--- src/rtl/alu_sequencer.sv ---
// alu_sequencer: opcode-driven control sequencer for a two-register ALU datapath.
// Defining SEQ_STEP_EN adds a step input that gates the EX1/EX2 advances.
module alu_sequencer (
    input  logic       clk,
    input  logic       rst_n,
    input  logic       start,
    input  logic [2:0] opcode,
    input  logic       cf_in,
    input  logic       zf_in,
`ifdef SEQ_STEP_EN
    input  logic       step,
`endif
    output logic       bus_in_en,
    output logic       n_la,
    output logic       n_lb,
    output logic       ea,
    output logic       eu,
    output logic       sub,
    output logic       busy,
    output logic       done,
    output logic       cf,
    output logic       zf,
    output logic       err
);
    typedef enum logic [1:0] {IDLE, EX1, EX2, DONE} state_t;
    state_t     state;
    logic [2:0] op_q;
    logic       adv, ex1, ex2, two_step;
`ifdef SEQ_STEP_EN
    assign adv = step;
`else
    assign adv = 1'b1;
`endif
    assign ex1       = state == EX1;
    assign ex2       = state == EX2;
    assign two_step  = op_q == 3'b011 || op_q == 3'b100;
    assign bus_in_en = ex1 && (op_q == 3'b001 || op_q == 3'b010 || two_step);
    assign n_la      = !((ex1 && op_q == 3'b001) || (ex2 && two_step));
    assign n_lb      = !(ex1 && (op_q == 3'b010 || two_step));
    assign ea        = ex1 && op_q == 3'b101;
    assign eu        = ex2 && two_step;
    assign sub       = ex2 && op_q == 3'b100;
    assign busy      = state != IDLE;
    assign done      = state == DONE;
    always_ff @(posedge clk) begin
        if (!rst_n) begin
            state <= IDLE;
            op_q  <= 3'b000;
            cf    <= 1'b0;
            zf    <= 1'b0;
            err   <= 1'b0;
        end else begin
            case (state)
                IDLE: if (start) begin
                    op_q  <= opcode;
                    state <= EX1;
                end
                EX1: if (adv) begin
                    state <= two_step ? EX2 : DONE;
                    if (op_q[2:1] == 2'b11) err <= 1'b1;
                end
                EX2: if (adv) begin
                    state <= DONE;
                    cf    <= cf_in;
                    zf    <= zf_in;
                end
                default: state <= IDLE;
            endcase
        end
    end
endmodule

--- config.mk ---
export PLATFORM = sky130hd
export DESIGN_NAME = alu_sequencer
export DESIGN_NICKNAME = d
export VERILOG_FILES = /design/src/rtl/alu_sequencer.sv
export SDC_FILE = /design/constraint.sdc
export NUM_CORES = 1
export LEC_CHECK = 0
export ABC_AREA = 1
export CORE_AREA = 2 2 39 41
export CTS_BUF_LIST = sky130_fd_sc_hd__clkbuf_4
export CTS_CLUSTER_SIZE = 20
export DETAILED_ROUTE_END_ITERATION = 8
export DIE_AREA = 0 0 41 43
export SETUP_SLACK_MARGIN = 0.3
export SLEW_MARGIN = 20
export SYNTH_ARGS = -nofsm -noshare
export SYNTH_HDL_FRONTEND = slang
export SYNTH_SLANG_ARGS = --single-unit
--- constraint.sdc ---
create_clock -name clk -period 1.35 [get_ports clk]
set_clock_uncertainty 0.1 [all_clocks]
set_input_delay 0.135 -clock clk [delete_from_list [all_inputs] [get_ports clk]]
set_output_delay 0.135 -clock clk [all_outputs]
set_load 0.02 [all_outputs]
==> results by group, run 1 <==
Die
  • Initial core utilization: a little under a third
  • Die ar.: 1760 um2
  • FP Rows: 14
  • Top Ports: 19
  • Placeable core area: between 1000 and 1500 um2
  • Die width: about 41 um
  • Die height: roughly 43 um

Place
  • Worst slack, placed: -0.300 ns
  • I/O Buffers: 18
  • Dpl hpwl: 964 um
  • Area after DPL: 870 um2
  • Gpl congestion: roughly 0.73
  • Placed Instances: 108

CTS
  • CTS HTree Levels: 1
  • CTS tree: done
  • Clock root cell: clkbuf_4
  • Clock latency on the worst-skew pair: 0.26 ns
  • Clock transition at the registers of the reported paths: roughly 0.07 ns
  • Num CTS Buffers: 3
  • Clk sinks: 8
  • Worst-case clock buffer depth: 2

Route
  • Post-DR wirelength/cell: 10.9 um
  • DRC Markers: 0
  • Post-route ant nets: 0
  • First-iteration detailed-routing DRC count: 10
  • DR vias: around 530
  • Final WL: around 1300 um
  • Vias per cell: 4.55
  • Drt pass-1 iters: 4

Finish
  • Multi-input gate area: 429 um2
  • Final net count: 113
  • Final Instance Area: 1020 um2
  • Finished Layout Cells: around 120
  • Layout cell share with drive strength beyond 1: just under 70%
  • N_diodes: 0
  • Final Util: 73.9%
  • Area grow syn2layout: 144%
  • Commonest non-fill, non-tap cells in the layout: 15 x buf_4, 11 x buf_6, 7 x nor2_4, 7 x clkdlybuf4s50_1
  • Most common cell after layout, fill and taps aside: buf_4
  • Fillcell total: between 100 and 150
  • Reg area: 174 um2

Power and ir drop
  • Leak pwr: between 0.4 and 0.5 nW
  • Psw: 0.933 mW
  • Cell Pwr Density: 2120 nW/um2
  • Sequential power share: 20.7%
  • Comb power frac: 68.7%
  • P_int: 1.23 mW
  • Clk pwr share: 10.6%
  • VDD IR-drop max: 1.32 mV
  • Overall Power: ~2.2 mW
  • Switching portion of total power: 43.0%

Timing
  • Setup violators final: 6
  • PnR worst setup slack: -0.114 ns
  • RSZ-0062 raised after global routing: true
  • Period minus WS final: 1.46 ns
  • Final hold slack: between 0.3 and 0.4 ns
  • Worst-Margin Slew: roughly 0.33 ns
  • Achievable Freq: 0.683 GHz
  • Worst slew margin: 77.8%
  • Final Max Tran Viols: 0
  • Hold Vio Cnt, Final: 0
  • Sum Neg Setup Slack: -0.445 ns
  • Fin crit share: 108%

Critical path
  • CP arrival: 1.23 ns
  • Reg2Reg Depth: 8
  • R2R setup slack: 0.01 ns
  • Startpoint types: flop
  • Setup CP Type: flop to output pin
  • CP required: 1.12 ns
  • CP Max Fanout: 3
  • Critical Path Sink Type: output pin

Logic synthesis
  • Most common flop cell mapped by yosys: dfxtp_1
  • Adder-cell share of the synthesized area: 11.9%
  • Main combinational cell family by area after synthesis: simple AND/OR/NAND/NOR gates
  • Mux contribution to synthesized area: 0%
  • Syn avg cell area: 7.10 um2
  • Post-synthesis cell area: 419 um2
  • Post-synthesis simple-gate area fraction: 23.6%
  • Async S/R FF share, synth: 0%
  • Yosys warns: 0
  • Net Count, Synth: 71
  • Post-synth cell types: 13
  • Sequential cell area fraction in the yosys report: 38.2%
  • EDFF count, synth: 0
  • Flops & latches, synth: 8
  • Post-synthesis cell count: 59
  • Area fraction in compound gates after synthesis: 19.1%
  • Post-Synth XOR/XNOR Area: 0%

Min path
  • Hold Path Stages: 2
  • Worst Hold Class: flop to flop

GRT
  • Grt ovf: 0
  • First-pass GRT wire length: ~2000 um
  • Initial antenna violation count: 0
  • M1 GR Usage: 18.0%
  • Vias in the first global route: 477
  • Pin count of the biggest net entering global routing: 8
  • Aggregate global-route resource usage: 17.0%
  • GRT busiest layer: met2
  • Grt met2 use: 29.7%
  • Global-route met3 utilization: between 4 and 5%

Status
  • Violated checks: negative setup slack
  • Status: finished, violations left

Job
  • MaxCap Viol Count: 0
-- kinds of logic (layout without fill, tap and decap cells) --
kind of cell	count (synthesis)	after routing
AND/OR/NAND/NOR	24	24
AO/OA/AOI/OAI	15	15
flip-flops	8	8
buffers and inverters	8	49
adder cells (fa/ha/maj)	4	4
-- routing by layer --
metal	routed length (um)	up-vias
li1	-	280
met1	527	233
met2	670	15
met3	64	0
met4	0	0
met5	0	-
-- cell usage after synthesis, types with 3 or more instances --
cell type / instances / area (um2)
nand3_1: 3 / 15.0
dfxtp_1: 8 / 160
o21ai_0: 7 / 35.0
nor2_1: 11 / 41.3
nand2_1: 8 / 30.0
ha_1: 4 / 50.1
inv_1: 7 / 26.3
a21oi_1: 6 / 30.0
-- state kept, by name, indices dropped and copies added, names as in the netlist --
signal,count
cf,1
zf,1
err,1
op_q,3
state,2
-- power by group through the flow --
stage	sequential [mW]	clock, mW	combinational (mW)
2_1_floorplan	0.467	0	0.674
3_3_place_gp	0.436	0	1.20
3_5_place_dp	0.440	0	1.21
4_1_cts	0.455	0.241	1.40
5_1_grt	0.460	0.253	1.59
6_report	0.448	0.231	1.49
-- worst max-delay path, stage by stage, from the launching register on --
cell     delay, ns
dfxtp_4       0.38
inv_4         0.04
ha_4          0.16
inv_4         0.07
a21oi_4       0.04
a31oi_4       0.14
buf_6         0.13
-- worst paths after layout --
| check | from | to |
|---|---|---|
| hold reg to reg | err$_SDFFE_PN0P_ | err$_SDFFE_PN0P_ |
| setup / recovery | state[0]$_SDFFE_PN0P_ | n_la |
| hold / removal | err$_SDFFE_PN0P_ | err$_SDFFE_PN0P_ |
| setup reg to reg | state[1]$_SDFFE_PN0P_ | state[0]$_SDFFE_PN0P_ |
-- final cells by class --
class	instances	area share, %
Inverter	8	4.16
Tap cell	16	1.96
Timing Repair Buffer	37	31.9
Multi-Input combinational cell	43	42.0
Clock buffer	4	2.94
Sequential cell	8	17.0
-- repair_timing --
item | 4_1_cts | 5_1_grt
pin swaps | 7 | 5
resized for setup | 76 | 9
setup buffers | 3 | 1
hold buffers | 0 | 0
setup endpoints to repair | 18 | 16
Note: power is estimated with default switching activity, not from simulation.
==> run 2: changes to the inputs <==
--- a/config.mk
+++ b/config.mk
@@ -5,12 +5,12 @@
 export SDC_FILE = /design/constraint.sdc
 export NUM_CORES = 1
 export LEC_CHECK = 0
-export ABC_AREA = 1
 export CORE_AREA = 2 2 39 41
 export CTS_BUF_LIST = sky130_fd_sc_hd__clkbuf_4
 export CTS_CLUSTER_SIZE = 20
 export DETAILED_ROUTE_END_ITERATION = 8
 export DIE_AREA = 0 0 41 43
+export PLACE_DENSITY = 0.69
 export SETUP_SLACK_MARGIN = 0.3
 export SLEW_MARGIN = 20
 export SYNTH_ARGS = -nofsm -noshare
==> run 2 against run 1 <==
  * The flow still finishes with violations (negative setup slack)
  * Design area is 0.98% higher
  * Setup slack worse by 0.11 ns
  * First-iteration DRC count decreased by 10%
  * Register-to-register slack worse by 0.14 ns
  * Hold slack worse by 0.0062 ns
  * Total power shrank 12%
  * Global-route usage down 0.79 points
  * Maximum frequency is 7.3% lower
  * Critical path type unchanged
  * Critical endpoint unchanged
==> results by group, run 2 <==
Critical path
  • Dominant delay contributor by cell family on the critical path: flip-flops
  • Crit-path slowest cell: dfxtp_4
  • Setup CP Type: flop to output pin
  • Startpoint types: flop
  • Worst Setup SP: state[1]$_SDFFE_PN0P_
  • CP required: 1.12 ns (about the same)
  • CP peak stage delay: 0.38 ns (about the same)
  • CP Max Fanout: 3 (unchanged)
  • Buf+Inv Stages, Crit Path: 2 (-1)
  • Reg2reg start: state[1]$_SDFFE_PN0P_
  • Critical Path Sink Type: output pin
  • Crit-path cells: inv_4 > ha_4 > mux2_4 > a21oi_4 > buf_6
  • CP arrival: 1.34 ns (+0.11 ns)

Finish
  • Most common cell after layout, fill and taps aside: buf_4
  • Multi-input gate area: 453 um2 (+5.5%)
  • Max FFs per register: 3 (unchanged)
  • Fillcell total: 104 (-0.95%)
  • Reg area: 176 um2 (+1.4%)
  • Layout cell share with drive strength beyond 1: 67.4% (-1.6 points)
  • Biggest register: op_q
  • Final net count: 108 (-4.4%)
  • N_diodes: 0 (unchanged)
  • Area grow syn2layout: 112%
  • Final Util: 74.6% (+0.72 points)
  • Commonest non-fill, non-tap cells in the layout: 17 x buf_4, 11 x buf_6, 7 x clkdlybuf4s50_1
  • Biggest regs: op_q: 3 flops, state: 2 flops

Logic synthesis
  • Yosys warns: 0 (unchanged)
  • Most common flop cell mapped by yosys: dfxtp_1
  • EDFF count, synth: 0 (unchanged)
  • Top post-synthesis cells by area: dfxtp_1 33%, ha_1 10%, nor2b_1 9.0%
  • Post-synthesis cell area: 488 um2 (+16%)
  • Post-synth cell types: 24 (+11)
  • Yosys top cell area share: 32.8% (-5.4 points)
  • Count leader, synth: dfxtp_1
  • Post-synthesis cell count: 54 (-8.5%)
  • Flops & latches, synth: 8 (unchanged)
  • Synth area leader: dfxtp_1
  • Net Count, Synth: 66 (-7.0%)
  • Syn avg cell area: 9.04 um2 (+27%)
  • Sequential cell area fraction in the yosys report: 32.8% (-5.4 points)
  • Synth cell count leaders: 8 x dfxtp_1, 7 x nor2b_1, 4 x ha_1, 4 x nand2_1
  • Async S/R FF share, synth: 0% (unchanged)

GRT
  • Vias in the first global route: 489 (+2.5%)
  • Initial antenna violation count: 0 (unchanged)
  • Pin count of the biggest net entering global routing: 9 (+1)
  • First-pass GRT wire length: 1950 um (-0.71%)
  • Grt ovf: 0 (unchanged)
  • Aggregate global-route resource usage: 16.2% (-0.79 points)

Route
  • DR vias: 534 (+1.1%)
  • Final WL: 1280 um (+1.3%)
  • First-iteration detailed-routing DRC count: 9 (-1)
  • Drt pass-1 iters: 4 (unchanged)
  • DRC Markers: 0 (unchanged)
  • Post-DR wirelength/cell: 11.5 um (+5.8%)
  • Post-route ant nets: 0 (unchanged)
  • Vias per cell: 4.81 (+5.7%)

Power and ir drop
  • VDD IR-drop max: 1.20 mV (-9.0%)
  • Leak pwr: 0.432 nW (-0.75%)
  • Cell Pwr Density: 1850 nW/um2 (-13%)
  • Overall Power: 1.91 mW (-12%)

CTS
  • Num CTS Buffers: 3 (unchanged)
  • Worst-case clock buffer depth: 2 (unchanged)
  • CTS tree: done
  • CTS HTree Levels: 1 (unchanged)
  • Clock latency on the worst-skew pair: 0.25 ns (about the same)
  • Clk sinks: 8 (unchanged)
  • Clock transition at the registers of the reported paths: 0.06 ns (about the same)
  • Clock root cell: clkbuf_4

Die
  • Die height: 43 um (unchanged)
  • Placeable core area: 1380 um2 (unchanged)
  • Top Ports: 19 (unchanged)
  • FP Rows: 14 (unchanged)
  • Die width: 41 um (unchanged)
  • Initial core utilization: 35.3% (+5.0 points)
  • Die ar.: 1760 um2 (unchanged)

Min path
  • Worst Hold Class: input pin to flop
  • Hold path start: opcode[1]

Place
  • I/O Buffers: 18 (unchanged)
  • Dpl hpwl: 978 um (+1.4%)
  • Gpl congestion: 0.708 (-3.0%)

Timing
  • Worst slew margin: 82.5% (+4.8 points)
  • Setup violators final: 11 (+5)
  • RSZ-0062 raised after global routing: true
  • Period minus WS final: 1.58 ns (+0.115 ns)
  • Sum Neg Setup Slack: -1.01 ns (-0.561 ns)
  • Fin crit share: 117% (+8.5 points)
  • Final Max Tran Viols: 0 (unchanged)
  • Achievable Freq: 0.634 GHz (-7.3%)
  • PnR worst setup slack: -0.228 ns (-0.115 ns)
  • Hold Vio Cnt, Final: 0 (unchanged)
  • Worst-Margin Slew: 0.262 ns (-0.0705 ns)

Job
  • MaxCap Viol Count: 0 (unchanged)

Status
  • Status: finished, violations left
  • Violated checks: negative setup slack
[run 2: layout make-up]
cell class,count,area share (%)
multi-input combinational,42,43.9
timing repair buffer,38,32.6
sequential,8,17.1
clock buffer,4,2.91
tap,16,1.94
inverter,3,1.58
[run 2: logic make-up (layout without fill, tap and decap cells)]
family                     Yosys count  count (layout)  synth area share, %
and+or+nand+nor                     23              23                 27.7
AOI/OAI and AO/OA                   11              11                 16.9
buffers and inverters                4              45                 3.85
muxes                                4               4                 8.46
DFF                                  8               8                 32.8
adders and majority gates            4               4                 10.3
[run 2: through the flow]
| step | cell area [um2] | hold slack (ns) | std cells | setup WS [ns] |
|---|---|---|---|---|
| after floorplan | 614 | 0.153 | 54 | 0.0431 |
| after global placement | 938 | 0.374 | 105 | -0.422 |
| after detailed placement | 938 | 0.387 | 105 | -0.437 |
| after CTS | 1000 | 0.341 | 109 | -0.241 |
| after global routing | 1030 | 0.355 | 111 | -0.270 |
| final | 1030 | 0.340 | 111 | -0.228 |
[run 2: final timing paths]
path / cells after the start / endpoint / slack [ns]
max reg2reg: 8 / state[1]$_SDFFE_PN0P_ / -0.13
min reg2reg: 2 / err$_SDFFE_PN0P_ / 0.39
min: 3 / op_q[1]$_SDFFE_PN0P_ / 0.34
max: 5 / n_la / -0.23
[run 2: timing repair]
action / 4_1_cts / 5_1_grt
buffers inserted: 0 / 2
endpoints found under the setup margin: 19 / 16
hold buffers: 0 / 0
pin swaps: 10 / 6
gates resized for setup: 78 / 5
[run 2: power breakdown]
part	internal, mW	switching (mW)	leakage (nW)	total, mW
Sequential	0.321	0.0859	0.0685	0.407
Clock	0.134	0.0926	0.0184	0.226
Combinational	0.735	0.541	0.345	1.28
[run 2: worst reg2reg max path: stages (launching register included)]
cell and delay, ns:
dfxtp_4 0.36, inv_4 0.06, buf_4 0.11, ha_4 0.13, buf_4 0.10, nor2b_4 0.18, buf_6 0.11, mux2i_1 0.16
nor2b_1 0.06
[run 2: metal layers]
layer / part of all wire (%) / vias to the layer above / wire (um) / GRT usage [%]
li1: - / 273 / - / -
met1: 41 / 245 / 530 / 17.4
met2: 53 / 12 / 682 / 27.8
met3: 3.8 / 4 / 48 / 3.14
met4: 1.3 / 0 / 16 / 8.00
met5: 0 / - / 0 / 0
==> run 3: changes to the inputs <==
--- a/config.mk
+++ b/config.mk
@@ -5,11 +5,12 @@
 export SDC_FILE = /design/constraint.sdc
 export NUM_CORES = 1
 export LEC_CHECK = 0
-export CORE_AREA = 2 2 39 41
+export CORE_AREA = 8 8 45 47
 export CTS_BUF_LIST = sky130_fd_sc_hd__clkbuf_4
 export CTS_CLUSTER_SIZE = 20
 export DETAILED_ROUTE_END_ITERATION = 8
-export DIE_AREA = 0 0 41 43
+export DIE_AREA = 0 0 53 55
+export GPL_ROUTABILITY_DRIVEN = 0
 export PLACE_DENSITY = 0.69
 export SETUP_SLACK_MARGIN = 0.3
 export SLEW_MARGIN = 20
==> run 3 against run 2 <==
  * The flow still finishes with violations (negative setup slack)
  * Critical path depth stayed put
  * Global-route usage decreased by 6.3 points
  * Total power down 2.3%
  * Wire length up 6.0%
  * Die area rose by 65%
  * Critical endpoint unchanged
  * Largest power group unchanged
==> results by group, run 3 (synthesis gave the netlist of run 2 again) <==
CTS
  • Clock root cell: clkbuf_4
  • Clock transition at the registers of the reported paths: 0.06 ns (about the same)
  • CTS tree: done
  • Clk sinks: 8 (unchanged)
  • Clock latency on the worst-skew pair: 0.26 ns (about the same)
  • Worst-case clock buffer depth: 2 (unchanged)
  • CTS HTree Levels: 1 (unchanged)
  • Num CTS Buffers: 3 (unchanged)

Finish
  • N_diodes: 0 (unchanged)
  • Final Util: 74.1% (-0.45 points)
  • Layout cell share with drive strength beyond 1: 65.3% (-2.1 points)
  • Area grow syn2layout: 110%
  • Most common cell after layout, fill and taps aside: buf_4
  • Biggest regs: op_q: 3 flops, state: 2 flops
  • Finished Layout Cells: 114 (+2.7%)
  • Max FFs per register: 3 (unchanged)
  • Final net count: 111 (+2.8%)
  • Biggest register: op_q
  • Final Instance Area: 1030 um2 (-0.61%)
  • Commonest non-fill, non-tap cells in the layout: 21 x buf_4, 8 x buf_6, 7 x clkdlybuf4s50_1

Die
  • Die height: 55 um (+28%)
  • Initial core utilization: 35.3% (unchanged)
  • FP Rows: 14 (unchanged)
  • Top Ports: 19 (unchanged)
  • Die width: 53 um (+29%)
  • Die ar.: 2920 um2 (+65%)
  • Placeable core area: 1380 um2 (unchanged)

Timing
  • Period minus WS final: 1.58 ns (+0.00493 ns)
  • Worst slew margin: 83.7% (+1.2 points)
  • Final Max Tran Viols: 0 (unchanged)
  • RSZ-0062 raised after global routing: true
  • Setup violators final: 12 (+1)
  • Final hold slack: 0.351 ns (+0.0119 ns)
  • PnR worst setup slack: -0.233 ns (-0.00493 ns)
  • Worst-Margin Slew: 0.244 ns (-0.0177 ns)
  • Hold Vio Cnt, Final: 0 (unchanged)
  • Fin crit share: 117% (+0.37 points)
  • Sum Neg Setup Slack: -1.27 ns (-0.263 ns)
  • Achievable Freq: 0.632 GHz (-0.31%)

Power and ir drop
  • Leak pwr: 0.438 nW (+1.4%)
  • Cell Pwr Density: 1820 nW/um2 (-1.7%)
  • Sequential power share: 21.3% (about the same)
  • Comb power frac: 67.1% (+0.3 points)
  • Clk pwr share: 11.6% (-0.3 points)
  • Switching portion of total power: 37.1% (-0.52 points)
  • P_int: 1.17 mW (-1.4%)
  • VDD IR-drop max: 1.01 mV (-16%)
  • Psw: 0.693 mW (-3.6%)

Critical path
  • CP arrival: 1.35 ns (about the same)
  • CP required: 1.12 ns (about the same)
  • Critical Path Sink Type: output pin
  • CP Max Fanout: 4 (+1)
  • Setup CP Type: flop to output pin
  • Startpoint types: flop

Status
  • Status: finished, violations left
  • Violated checks: negative setup slack

GRT
  • Aggregate global-route resource usage: 9.90% (-6.3 points)
  • Grt ovf: 0 (unchanged)
  • Vias in the first global route: 515 (+5.3%)
  • First-pass GRT wire length: 2110 um (+8.1%)
  • Pin count of the biggest net entering global routing: 9 (unchanged)
  • Initial antenna violation count: 0 (unchanged)

Route
  • DRC Markers: 0 (unchanged)
  • Drt pass-1 iters: 2 (-2)
  • Post-route ant nets: 0 (unchanged)
  • Post-DR wirelength/cell: 11.9 um (+3.2%)
  • Final WL: 1360 um (+6.0%)
  • DR vias: 528 (-1.1%)
  • First-iteration detailed-routing DRC count: 2 (-7)
  • Vias per cell: 4.63 (-3.7%)

Place
  • Dpl hpwl: 1120 um (+15%)
  • Area after DPL: 946 um2 (+0.80%)
  • I/O Buffers: 18 (unchanged)
  • Placed Instances: 106 (+0.95%)

Job
  • MaxCap Viol Count: 0 (unchanged)

Min path
  • Worst Hold Class: input pin to flop
[run 3: changes by cell type in the layout (fill, tap and decap cells not counted), sizes merged]
cell / previous run / this run
buf: 31 / 33
clkdlybuf4s15: 0 / 1
[run 3: what timing repair did]
action                                  4_1_cts  5_1_grt
setup buffers                                 3        1
gates resized for setup                      69        1
hold endpoints to repair                      0        0
endpoints found under the setup margin       19       16
hold buffers                                  0        0
pin swaps                                     8        1
[run 3: cell type report]
| cell class | instances | area, um2 |
|---|---|---|
| inverters | 3 | 16.3 |
| fillers | 101 | 358 |
| well taps | 16 | 20.0 |
| flip-flops and latches | 8 | 174 |
| repair buffers | 41 | 349 |
| clock buffers | 4 | 30.0 |
| multi-input cells | 42 | 437 |
[run 3: worst paths after layout]
path | endpoint | cells after the start | startpoint | slack (ns)
max reg2reg | state[0]$_SDFFE_PN0P_ | 7 | state[0]$_SDFFE_PN0P_ | -0.12
min reg2reg | err$_SDFFE_PN0P_ | 2 | err$_SDFFE_PN0P_ | 0.38
min | op_q[0]$_SDFFE_PN0P_ | 3 | opcode[0] | 0.35
max | n_la | 5 | state[0]$_SDFFE_PN0P_ | -0.23
[run 3: critical path: stages, from the launching register on]
cell     delay, ns
dfxtp_4       0.38
inv_4         0.04
ha_4          0.15
mux2_4        0.27
a21oi_4       0.12
buf_6         0.13
[run 3: metal layers]
| layer | track usage, % | vias up | part of all wire (%) | wire length, um |
|---|---|---|---|---|
| li1 | - | 281 | - | - |
| met1 | 8.99 | 237 | 41 | 556 |
| met5 | 0 | - | 0 | 0 |
| met4 | 2.59 | 0 | 0 | 0 |
| met2 | 18.9 | 10 | 52 | 710 |
| met3 | 5.08 | 0 | 6.4 | 87 |
[run 3: power groups by stage]
stage,clock [mW],sequential [mW],combinational (mW)
6_report,0.217,0.397,1.25
5_1_grt,0.248,0.405,1.35
4_1_cts,0.231,0.398,1.26
3_5_place_dp,0,0.403,1.14
3_3_place_gp,0,0.397,1.13
2_1_floorplan,0,0.426,0.637
[run 3: stage by stage]
| stage | setup WS [ns] | total power [mW] |
|---|---|---|
| final | -0.233 | 1.87 |
| after global routing | -0.283 | 2.00 |
| after floorplan | 0.0431 | 1.06 |
| after global placement | -0.429 | 1.52 |
| after CTS | -0.251 | 1.88 |
| after detailed placement | -0.451 | 1.55 |
